[config.mk]
export PLATFORM = sky130hd
export DESIGN_NAME = alu_iter_core
export DESIGN_NICKNAME = d
export VERILOG_FILES = /design/src/rtl/alu_iter_core.sv
export SDC_FILE = /design/constraint.sdc
export NUM_CORES = 1
export LEC_CHECK = 0
export ABC_AREA = 0
export CORE_MARGIN = 10
export CORE_UTILIZATION = 40
export CTS_CLUSTER_DIAMETER = 50
export DETAILED_ROUTE_END_ITERATION = 7
export PLACE_DENSITY = 0.59
export SLEW_MARGIN = 20
export SYNTH_ARGS = -nofsm -noshare
export SYNTH_HDL_FRONTEND = slang
export SYNTH_SLANG_ARGS = --single-unit
export TNS_END_PERCENT = 50
[constraint.sdc]
create_clock -name i_clk -period 5.3 [get_ports i_clk]
set_input_delay 1.06 -clock i_clk [delete_from_list [all_inputs] [get_ports i_clk]]
set_output_delay 1.06 -clock i_clk [all_outputs]
set_load 0.01 [all_outputs]
[src/rtl/alu_iter_core.sv]
// Multi-cycle ALU responder: single-cycle ADD/SUB and a shift-add iterative MUL,
// presented on a ready / result-valid handshake.
module alu_iter_core #(
   parameter int WIDTH  = 32,
   parameter bit MUL_EN = 1'b1
) (
   input  logic             i_clk,
   input  logic             i_rst_n,
   input  logic [WIDTH-1:0] i_alu_a,
   input  logic [WIDTH-1:0] i_alu_b,
   input  logic [1:0]       i_alu_op,
   output logic             o_alu_ready,
   output logic             o_alu_res_valid,
   output logic [WIDTH-1:0] o_alu_result
);

   localparam int CNT_W = $clog2(WIDTH) + 1;

   localparam logic [1:0] OP_NOP = 2'b00;
   localparam logic [1:0] OP_ADD = 2'b01;
   localparam logic [1:0] OP_SUB = 2'b10;
   localparam logic [1:0] OP_MUL = 2'b11;

   typedef enum logic [1:0] {INIT, IDLE, EXEC, MUL} state_e;

   state_e             state_q, state_d;
   logic [1:0]         op_q, op_d;
   logic [WIDTH-1:0]   a_q, a_d;
   logic [WIDTH-1:0]   b_q, b_d;
   logic [WIDTH-1:0]   acc_q, acc_d;
   logic [CNT_W-1:0]   cnt_q, cnt_d;
   logic [WIDTH-1:0]   result_q, result_d;
   logic               valid_q, valid_d;
   logic [WIDTH-1:0]   addend;

   always_ff @(posedge i_clk or negedge i_rst_n) begin
      if (!i_rst_n) begin
         state_q  <= INIT;
         op_q     <= OP_NOP;
         a_q      <= '0;
         b_q      <= '0;
         acc_q    <= '0;
         cnt_q    <= '0;
         result_q <= '0;
         valid_q  <= 1'b0;
      end else begin
         state_q  <= state_d;
         op_q     <= op_d;
         a_q      <= a_d;
         b_q      <= b_d;
         acc_q    <= acc_d;
         cnt_q    <= cnt_d;
         result_q <= result_d;
         valid_q  <= valid_d;
      end
   end

   // In MUL, a_q is the left-shifting multiplicand and b_q the right-shifting multiplier.
   assign addend = b_q[0] ? a_q : '0;

   always_comb begin
      state_d  = state_q;
      op_d     = op_q;
      a_d      = a_q;
      b_d      = b_q;
      acc_d    = acc_q;
      cnt_d    = cnt_q;
      result_d = result_q;
      valid_d  = valid_q;
      case (state_q)
         INIT: begin
            state_d = IDLE;
         end
         IDLE: begin
            if (i_alu_op != OP_NOP) begin
               a_d     = i_alu_a;
               b_d     = i_alu_b;
               op_d    = i_alu_op;
               acc_d   = '0;
               cnt_d   = '0;
               valid_d = 1'b0;
               state_d = (MUL_EN && (i_alu_op == OP_MUL)) ? MUL : EXEC;
            end
         end
         EXEC: begin
            case (op_q)
               OP_ADD:  result_d = a_q + b_q;
               OP_SUB:  result_d = a_q - b_q;
               default: result_d = '0;
            endcase
            valid_d = 1'b1;
            state_d = IDLE;
         end
         MUL: begin
            acc_d = acc_q + addend;
            a_d   = a_q << 1;
            b_d   = b_q >> 1;
            cnt_d = cnt_q + CNT_W'(1);
            // Last iteration folds its own partial product straight into the result.
            if (cnt_q == CNT_W'(WIDTH - 1)) begin
               result_d = acc_q + addend;
               valid_d  = 1'b1;
               state_d  = IDLE;
            end
         end
         default: begin
            state_d = INIT;
         end
      endcase
   end

   assign o_alu_ready     = (state_q == IDLE);
   assign o_alu_res_valid = valid_q;
   assign o_alu_result    = result_q;

endmodule

After elaboration in Yosys (flattened, before gate mapping). Index checks and enable logic that the tools add are counted.

Flip-flop bits (word level): 139. Bits in latches: 0. Bits in writable memories: 0. ROM bits: 0. Input port bits: 68. Output and inout port bits: 34. Memories kept: 0.

$add $sub $neg: 4. Multiply operators: 0. Div/mod/pow operators: 0. Magnitude comparators: 0. Equality and inequality tests: 9. Shift-type cells: 0. Mux-type cells: 19. Bitwise gates (word level): 0. Reductions and logical operators: 11.

Operator list (number): one-hot mux 32 bit (2 select lines) (5); 2-to-1 mux 32 bit (5); adder 32 bit (2); subtractor 32 bit (1); one-hot mux 6 bit (2 select lines) (1); == test 2 bit, second input constant (4); AND reduction 2 bit (4); adder 6 x 1 -> 6 bit, second input constant (1); == test 6 x 5 -> 1 bit, second input constant (1); 2-to-1 mux 6 bit (1); one-hot mux 2 bit (3 select lines) (1); nonzero test 2 bit (3); == test 2 x 1 -> 1 bit, second input constant (2); 2-to-1 mux 2 bit (2); 2-to-1 mux 1 bit (3); one-hot mux 1 bit (3 select lines) (1); AND reduction 3 bit (1); nonzero test 3 bit (1); logical NOT 2 bit (1); != test 2 x 1 -> 1 bit, second input constant (1); != test 2 bit, second input constant (1); OR reduction 2 bit (1).

Logic depth before layout (Yosys ltp). Gate-level depths: netlist of run 1.

Word-level depth: 4. Mapped depth: 21. Gate-level depth less buffers: 19.

Least setup slack after synthesis of run 1. No wires, ideal clock.

Path kind: reg2reg. Start point: register b_q[0]. End point: register result_q[30], in the netlist o_alu_result[30]. Arrival time: 3.617 ns. Path slack: 1.579 ns. Cell stages (with the launch flop): 21. Path buffers: 2. Clock period less this slack: 3.721 ns. Path through: dfrtp_1 clkbuf_1 inv_1 ha_1 nand2b_1 nor3_1 and2_1 nand2_1 nor2_1 a21oi_1 xnor2_1 ha_1 clkbuf_1 a21o_1 a21oi_1 a21oi_1 a211oi_2 a21oi_2 mux2i_1 or3_1 o311ai_1.

Word-level cells in the longest chain between the ends: 4. Elaborated cells between the ends (all ways): 7.

Ends and longest elaborated chain: start: declaration (RTL line 29) `logic [WIDTH-1:0] b_q, b_d;`; start signal: assignment (RTL line 41) `b_q <= '0;`; start signal: assignment (RTL line 50) `b_q <= b_d;`; 2-to-1 mux 32 bit (RTL line 59) `assign addend = b_q[0] ? a_q : '0;`; adder 32 bit (RTL line 101) `result_d = acc_q + addend;`; 2-to-1 mux 32 bit (RTL line 100) `if (cnt_q == CNT_W'(WIDTH - 1)) begin`; one-hot mux 32 bit (2 select lines) * (RTL line 70) `case (state_q)`; end signal: assignment (RTL line 53) `result_q <= result_d;`; end: declaration (RTL line 32) `logic [WIDTH-1:0] result_q, result_d;`.

Every way passes the cells marked *; elsewhere a longest branch is shown, timed or not. The select of a mux whose other input is x is not followed. A chain may end at the register's enable or synchronous reset.

Worst setup path in the final report of run 1.
Start point: register b_q[4]. End point: register result_q[31], in the netlist o_alu_result[31].

Word-level cells in the longest chain between the ends: 3. Elaborated cells between the ends (all ways): 4.

Ends and longest elaborated chain: subtractor 32 bit or adder 32 bit (tied branches) (RTL line 88, 87); one-hot mux 32 bit (2 select lines) * (RTL line 86) `case (op_q)`; one-hot mux 32 bit (2 select lines) * (RTL line 70).

Every way passes the cells marked *; elsewhere a longest branch is shown, timed or not.

==> results.cfg, run 1 <==
[yosys]
synth_edf_count = 0
synthesis.area_sq_mm = 0.00999
yosysTopAreaCellShare_pct = 34.8
syn_area_per_cell_sq_um = 8.20
netlist_top_cells_count = nor2_1 (195), dfrtp_1 (139), nand2_1 (129)
yosysWarnings = 0
yosysUniqueCellTypes = 73
yosysMostFrequentCell = nor2_1
synth_seq_area_share_pct = 34.8
synth_top_cell_by_area = dfrtp_1
async_flop_share_pct = 100
synth_fp_nets = 1354
synth_area_leaders = dfrtp_1 (35%), ha_1 (8.3%), nor2_1 (7.3%), xnor2_1 (5.1%), a21oi_1 (5.0%)
syn_inst = 1218
ys_ff_latch = 139
synthFlopType = dfrtp_1

[global_route]
overflow = 0
grt_pass1_wl_um = 48900
grt_pass1_vias = 8929
grt_max_degree = 63
antenna_found_initial = 0
grt_usage_pct = 19.3

[clock_tree]
cts-root-buf = clkbuf_16
cts_sinks = 139
cts_buffers = 17
cts_tree = done
cts_buffer_depth = 2
cts-hold-fix-buffers = 0
htree_levels = 4
insertion_delay_ps = 430
cts_resized = 0
postCtsSetupRepairBufs = 0
clkSlewWorstSetupHoldPaths_ps = 60

[sta]
fmax_mhz = 243
rsz0062_at_grt = no
hold_viol = 0
worst_pin_slew_ps = 1060
final.min_clock_period_ps = 4120
worst_slack_ps = 1180
setup_viol = 0
period_share_pct = 77.7
fin_skew_ps = 16.4
slew_viol_final = 0
finalSetupTns_ps = 0
relSlewSlack_pct = 29.3

[place]
io_buffers = 101
hpwlAfterDp_um = 22500
preCtsSetupSlack_ps = 1150
place_congestion = 0.921

[worst_hold_path]
hold_class = reg -> reg

[route]
drtPass1Iterations = 5
drc = 0
wire_per_inst_um = 18.5
vias = 8975
via_per_inst = 5.53
wirelength_um = 30000
drtIter0Drc = 601
ant_nets = 0

[floorplanning]
die_w_um = 178
coreArea_sq_mm = 0.0245
initial_core_util_pct = 40.9
dieHeight_um = 178
fp-row-count = 57
die_area_sq_mm = 0.0317
io_pins = 102

[layout]
area_growth_pct = 18.2
n_antenna_cell = 0
nets = 1422
layout-drive-gt1-share_pct = 5.08

[worst_setup_path]
endpoint_kind = flip-flop
worstPathMaxFanout = 7
start_kind = flip-flop
criticalPathCategory = reg -> reg
worstPathArrival_ps = 4400
worstPathRequired_ps = 5590

[flow_run]
maxCapViolations = 0

[status]
outcome = finished clean
-- critical path, stage by stage, from the launching register on --
cell and delay [ps]:
dfrtp_1 430, or3_1 420, nor3_1 380, and2_1 260, nand2_1 100, nor2_1 190
and2_1 200, nor2_1 60, xnor2_1 140, ha_1 430, nand4_1 210, nor2_1 230
nand3_1 120, o21bai_1 200, a21oi_1 180, a211o_1 130, mux2i_1 170, o211ai_1 110
-- metal layers --
metal / vias to the layer above / global-route usage, % / wire [um]
met1: 4236 / 29.5 / 15500
met3: 26 / 3.13 / 1790
li1: 4480 / - / -
met4: 0 / 4.13 / 337
met5: - / 0 / 0
met2: 233 / 27.6 / 12300
-- placed cells by master, fill, tap and decap left out, types with 17 or more instances in the layout --
master | netlist | layout
inv_1 | 31 | 31
clkbuf_16 | 0 | 17
o22ai_1 | 56 | 56
a21o_1 | 31 | 31
o21ai_0 | 54 | 53
nand3_1 | 23 | 23
a21oi_1 | 100 | 100
nor2_1 | 195 | 194
nor3_1 | 24 | 24
dfrtp_1 | 139 | 139
and2_1 | 34 | 34
clkdlybuf4s50_1 | 0 | 100
nand2_1 | 129 | 127
xnor2_1 | 58 | 58
a31oi_1 | 20 | 20
ha_1 | 66 | 66
xor2_1 | 19 | 19
-- metrics by stage --
step                      utilization [%]  hold slack [ps]  instance area (sq um)  cells
after global routing                 48.3              503                  11800   1622
after CTS                            48.3              486                  11800   1622
final                                48.3              481                  11800   1622
after floorplan                         -              444                   9990   1218
after global placement               45.6              463                  11200   1591
after detailed placement             45.6              470                  11200   1591
-- final cells by class --
type | instances | area, sq um
Sequential cell | 139 | 3480
Clock inverter | 14 | 218
Tap cell | 324 | 405
Fill cell | 2391 | 12700
Inverter | 31 | 116
Multi-Input combinational cell | 984 | 6060
Clock buffer | 17 | 425
Timing Repair Buffer | 113 | 1100
-- flip-flops by register name (all words and copies together) (netlist names) --
register and flops:
a_q 32, acc_q 32, b_q 32, cnt_q 6, o_alu_res_valid 1, o_alu_result 32, op_q 2, state_q 2
-- worst paths after layout --
check,from,to,slack [ps],cells after the start
min in group asynchronous,i_rst_n,cnt_q[0],620,1
worst max register to register,b_q[4],o_alu_result[31],1180,17
worst max-delay path,b_q[4],o_alu_result[31],1180,17
max in group asynchronous,i_rst_n,b_q[18],3630,2
worst min register to register,o_alu_result[0],o_alu_result[0],480,2
worst min-delay path,o_alu_result[0],o_alu_result[0],480,2
-- cells by family (layout without fill, tap and decap cells) --
family / Yosys count / after routing / synth area share (%)
xor+xnor: 77 / 77 / 6.75
simple gates: 464 / 464 / 20.9
fa+ha+maj: 68 / 68 / 8.66
compound gates: 368 / 368 / 23.4
flops: 139 / 139 / 34.8
buf+inv: 95 / 175 / 4.81
mux: 7 / 7 / 0.714
Power of run 1 is left out: the tool's default activity adds up to more than one toggle a clock period on the data nets, which glitch-free logic cannot reach.
==> inputs of run 2 (changes only) <==
PLACE_DENSITY = 0.61   (was 0.59)
clock period = 3.62 ns   (was 5.3 ns; I/O delays follow)
==> run 2 against run 1 <==
Effect of this change:
- the flow now finishes with violations (negative setup slack)
- non-clock buffer count up 95
- setup slack got worse by 1200 ps
- wire length increased by 2.1%
- cell count rose by 6.0%
- sequential cell count unchanged
- die area is the same
- core utilization up 4.2 points
- first-iteration DRC count is 19% higher
- fmax increased by 13%
- register-to-register slack got worse by 1200 ps
- global-route usage up 0.17 points
==> results.cfg, run 2 (synthesis gave the netlist of run 1 again) <==
[status]
outcome = finished, violations left
violations = negative setup slack

[floorplanning]
fp-row-count = 57
io_pins = 102
initial_core_util_pct = 40.9
die_w_um = 178
die_area_sq_mm = 0.0317
coreArea_sq_mm = 0.0245
dieHeight_um = 178

[route]
drtIter0Drc = 714
wirelength_um = 30600
drtPass1Iterations = 5
ant_nets = 0
via_per_inst = 5.45
vias = 9375
wire_per_inst_um = 17.8
drc = 0

[place]
io_buffers = 101
placed_area_sq_mm = 0.0118
place_congestion = 0.931
hpwlAfterDp_um = 22800

[sta]
slew_viol_final = 0
fin_skew_ps = 8.15
relSlewSlack_pct = 51.9
worst_pin_slew_ps = 722
finalSetupTns_ps = -14.3
rsz0062_at_grt = yes
final.min_clock_period_ps = 3630
fmax_mhz = 275
hold_viol = 0
period_share_pct = 100
worst_slack_ps = -14.3
setup_viol = 1

[clock_tree]
cts-root-buf = clkbuf_16
cts_buffer_depth = 2
clkSlewWorstSetupHoldPaths_ps = 70
cts_tree = done
htree_levels = 4
cts_sinks = 139
insertion_delay_ps = 430
cts_buffers = 17

[worst_setup_path]
endpoint_kind = flip-flop
start_kind = flip-flop
crit_path_start = b_q[3]
reg2reg_from = b_q[3]
worstPathMaxFanout = 5
rr_endpoint = o_alu_result[31]
worstPathRequired_ps = 3910
criticalPathCategory = reg -> reg
worstPathArrival_ps = 3930
r2r_setup_slack_ps = -10
reg2reg_depth = 16

[layout]
fillers = 2280
area_growth_pct = 28.5
final_common_cell = nor2_1
nets = 1517
fin_area_sq_mm = 0.0128
most-common-layout-cells = nor2_1 (189), dfrtp_1 (139), nand2_1 (125), buf_4 (101), clkdlybuf4s50_1 (100)
regArea_sq_mm = 0.00348
layout-drive-gt1-share_pct = 15.4
multi_input_area_sq_mm = 0.00638

[global_route]
grt_pass1_wl_um = 49300
grt_pass1_vias = 8968
grt_max_degree = 69
overflow = 0
grt_usage_pct = 19.5
antenna_found_initial = 0

[worst_hold_path]
hold_class = in -> async

[flow_run]
maxCapViolations = 0
-- run 2: cell count changes in the layout (fill, tap and decap cells not counted), moves of 4 or more --
cell,before,now
a21oi_1,100,87
a21oi_2,1,14
buf_4,12,101
buf_6,1,7
ha_1,66,60
ha_2,0,5
nor2_1,194,189
nor3_1,24,20
-- run 2: worst max-delay path: stages (launching register included) --
cell and delay (ps):
dfrtp_1 380, or3_4 430, nor3_4 210, buf_6 140, and2_4 160, buf_4 110, a21oi_1 60, xnor2_1 150
ha_2 400, o211ai_1 120, o21bai_1 170, a311o_1 320, o21a_1 240, a21oi_2 150, a211o_1 130, mux2i_1 190
o211ai_1 110
-- run 2: worst max path at each step --
stage	endpoint	slack [ps]	cells after the start
6_report	o_alu_result[31]	-10	16
5_1_grt	o_alu_result[22]	-180	17
4_1_cts	o_alu_result[30]	-20	17
3_5_place_dp	o_alu_result[31]	-80	17
3_3_place_gp	o_alu_result[28]	-20	15
2_1_floorplan	o_alu_result[30]	-10	16
-- run 2: through the flow --
stage	hold WS [ps]	util (%)	instances	setup WS [ps]
after global placement	466	48.1	1669	-24.7
after CTS	301	50.9	1704	-19.8
after detailed placement	470	48.1	1669	-81.0
after global routing	328	52.5	1718	-183
final	284	52.5	1719	-14.3
after floorplan	428	-	1218	-10.0
-- run 2: area by class of cell --
type / instances / share of cell area, %
multi-input combinational: 984 / 49.7
sequential: 139 / 27.1
timing repair buffer: 208 / 14.3
clock buffer: 19 / 3.37
tap: 324 / 3.16
clock inverter: 13 / 1.49
inverter: 31 / 0.906
antenna: 1 / 0.0195
-- run 2: layer usage --
metal,global-route usage (%),part of all wire [%],vias to the layer above,wire length (um)
li1,-,-,4684,-
met1,29.4,50,4423,15400
met2,28.0,43,243,13100
met3,3.34,5.8,25,1780
met4,4.52,1.1,0,348
met5,0,0,-,0
-- run 2: timing repair --
action	4_1_cts	5_1_grt
hold buffers	0	0
pin swaps	13	42
resized for setup	14	61
setup buffers	3	14
endpoints found under the setup margin	4	19
cloned	0	0
Power of run 2 is left out for the same reason.
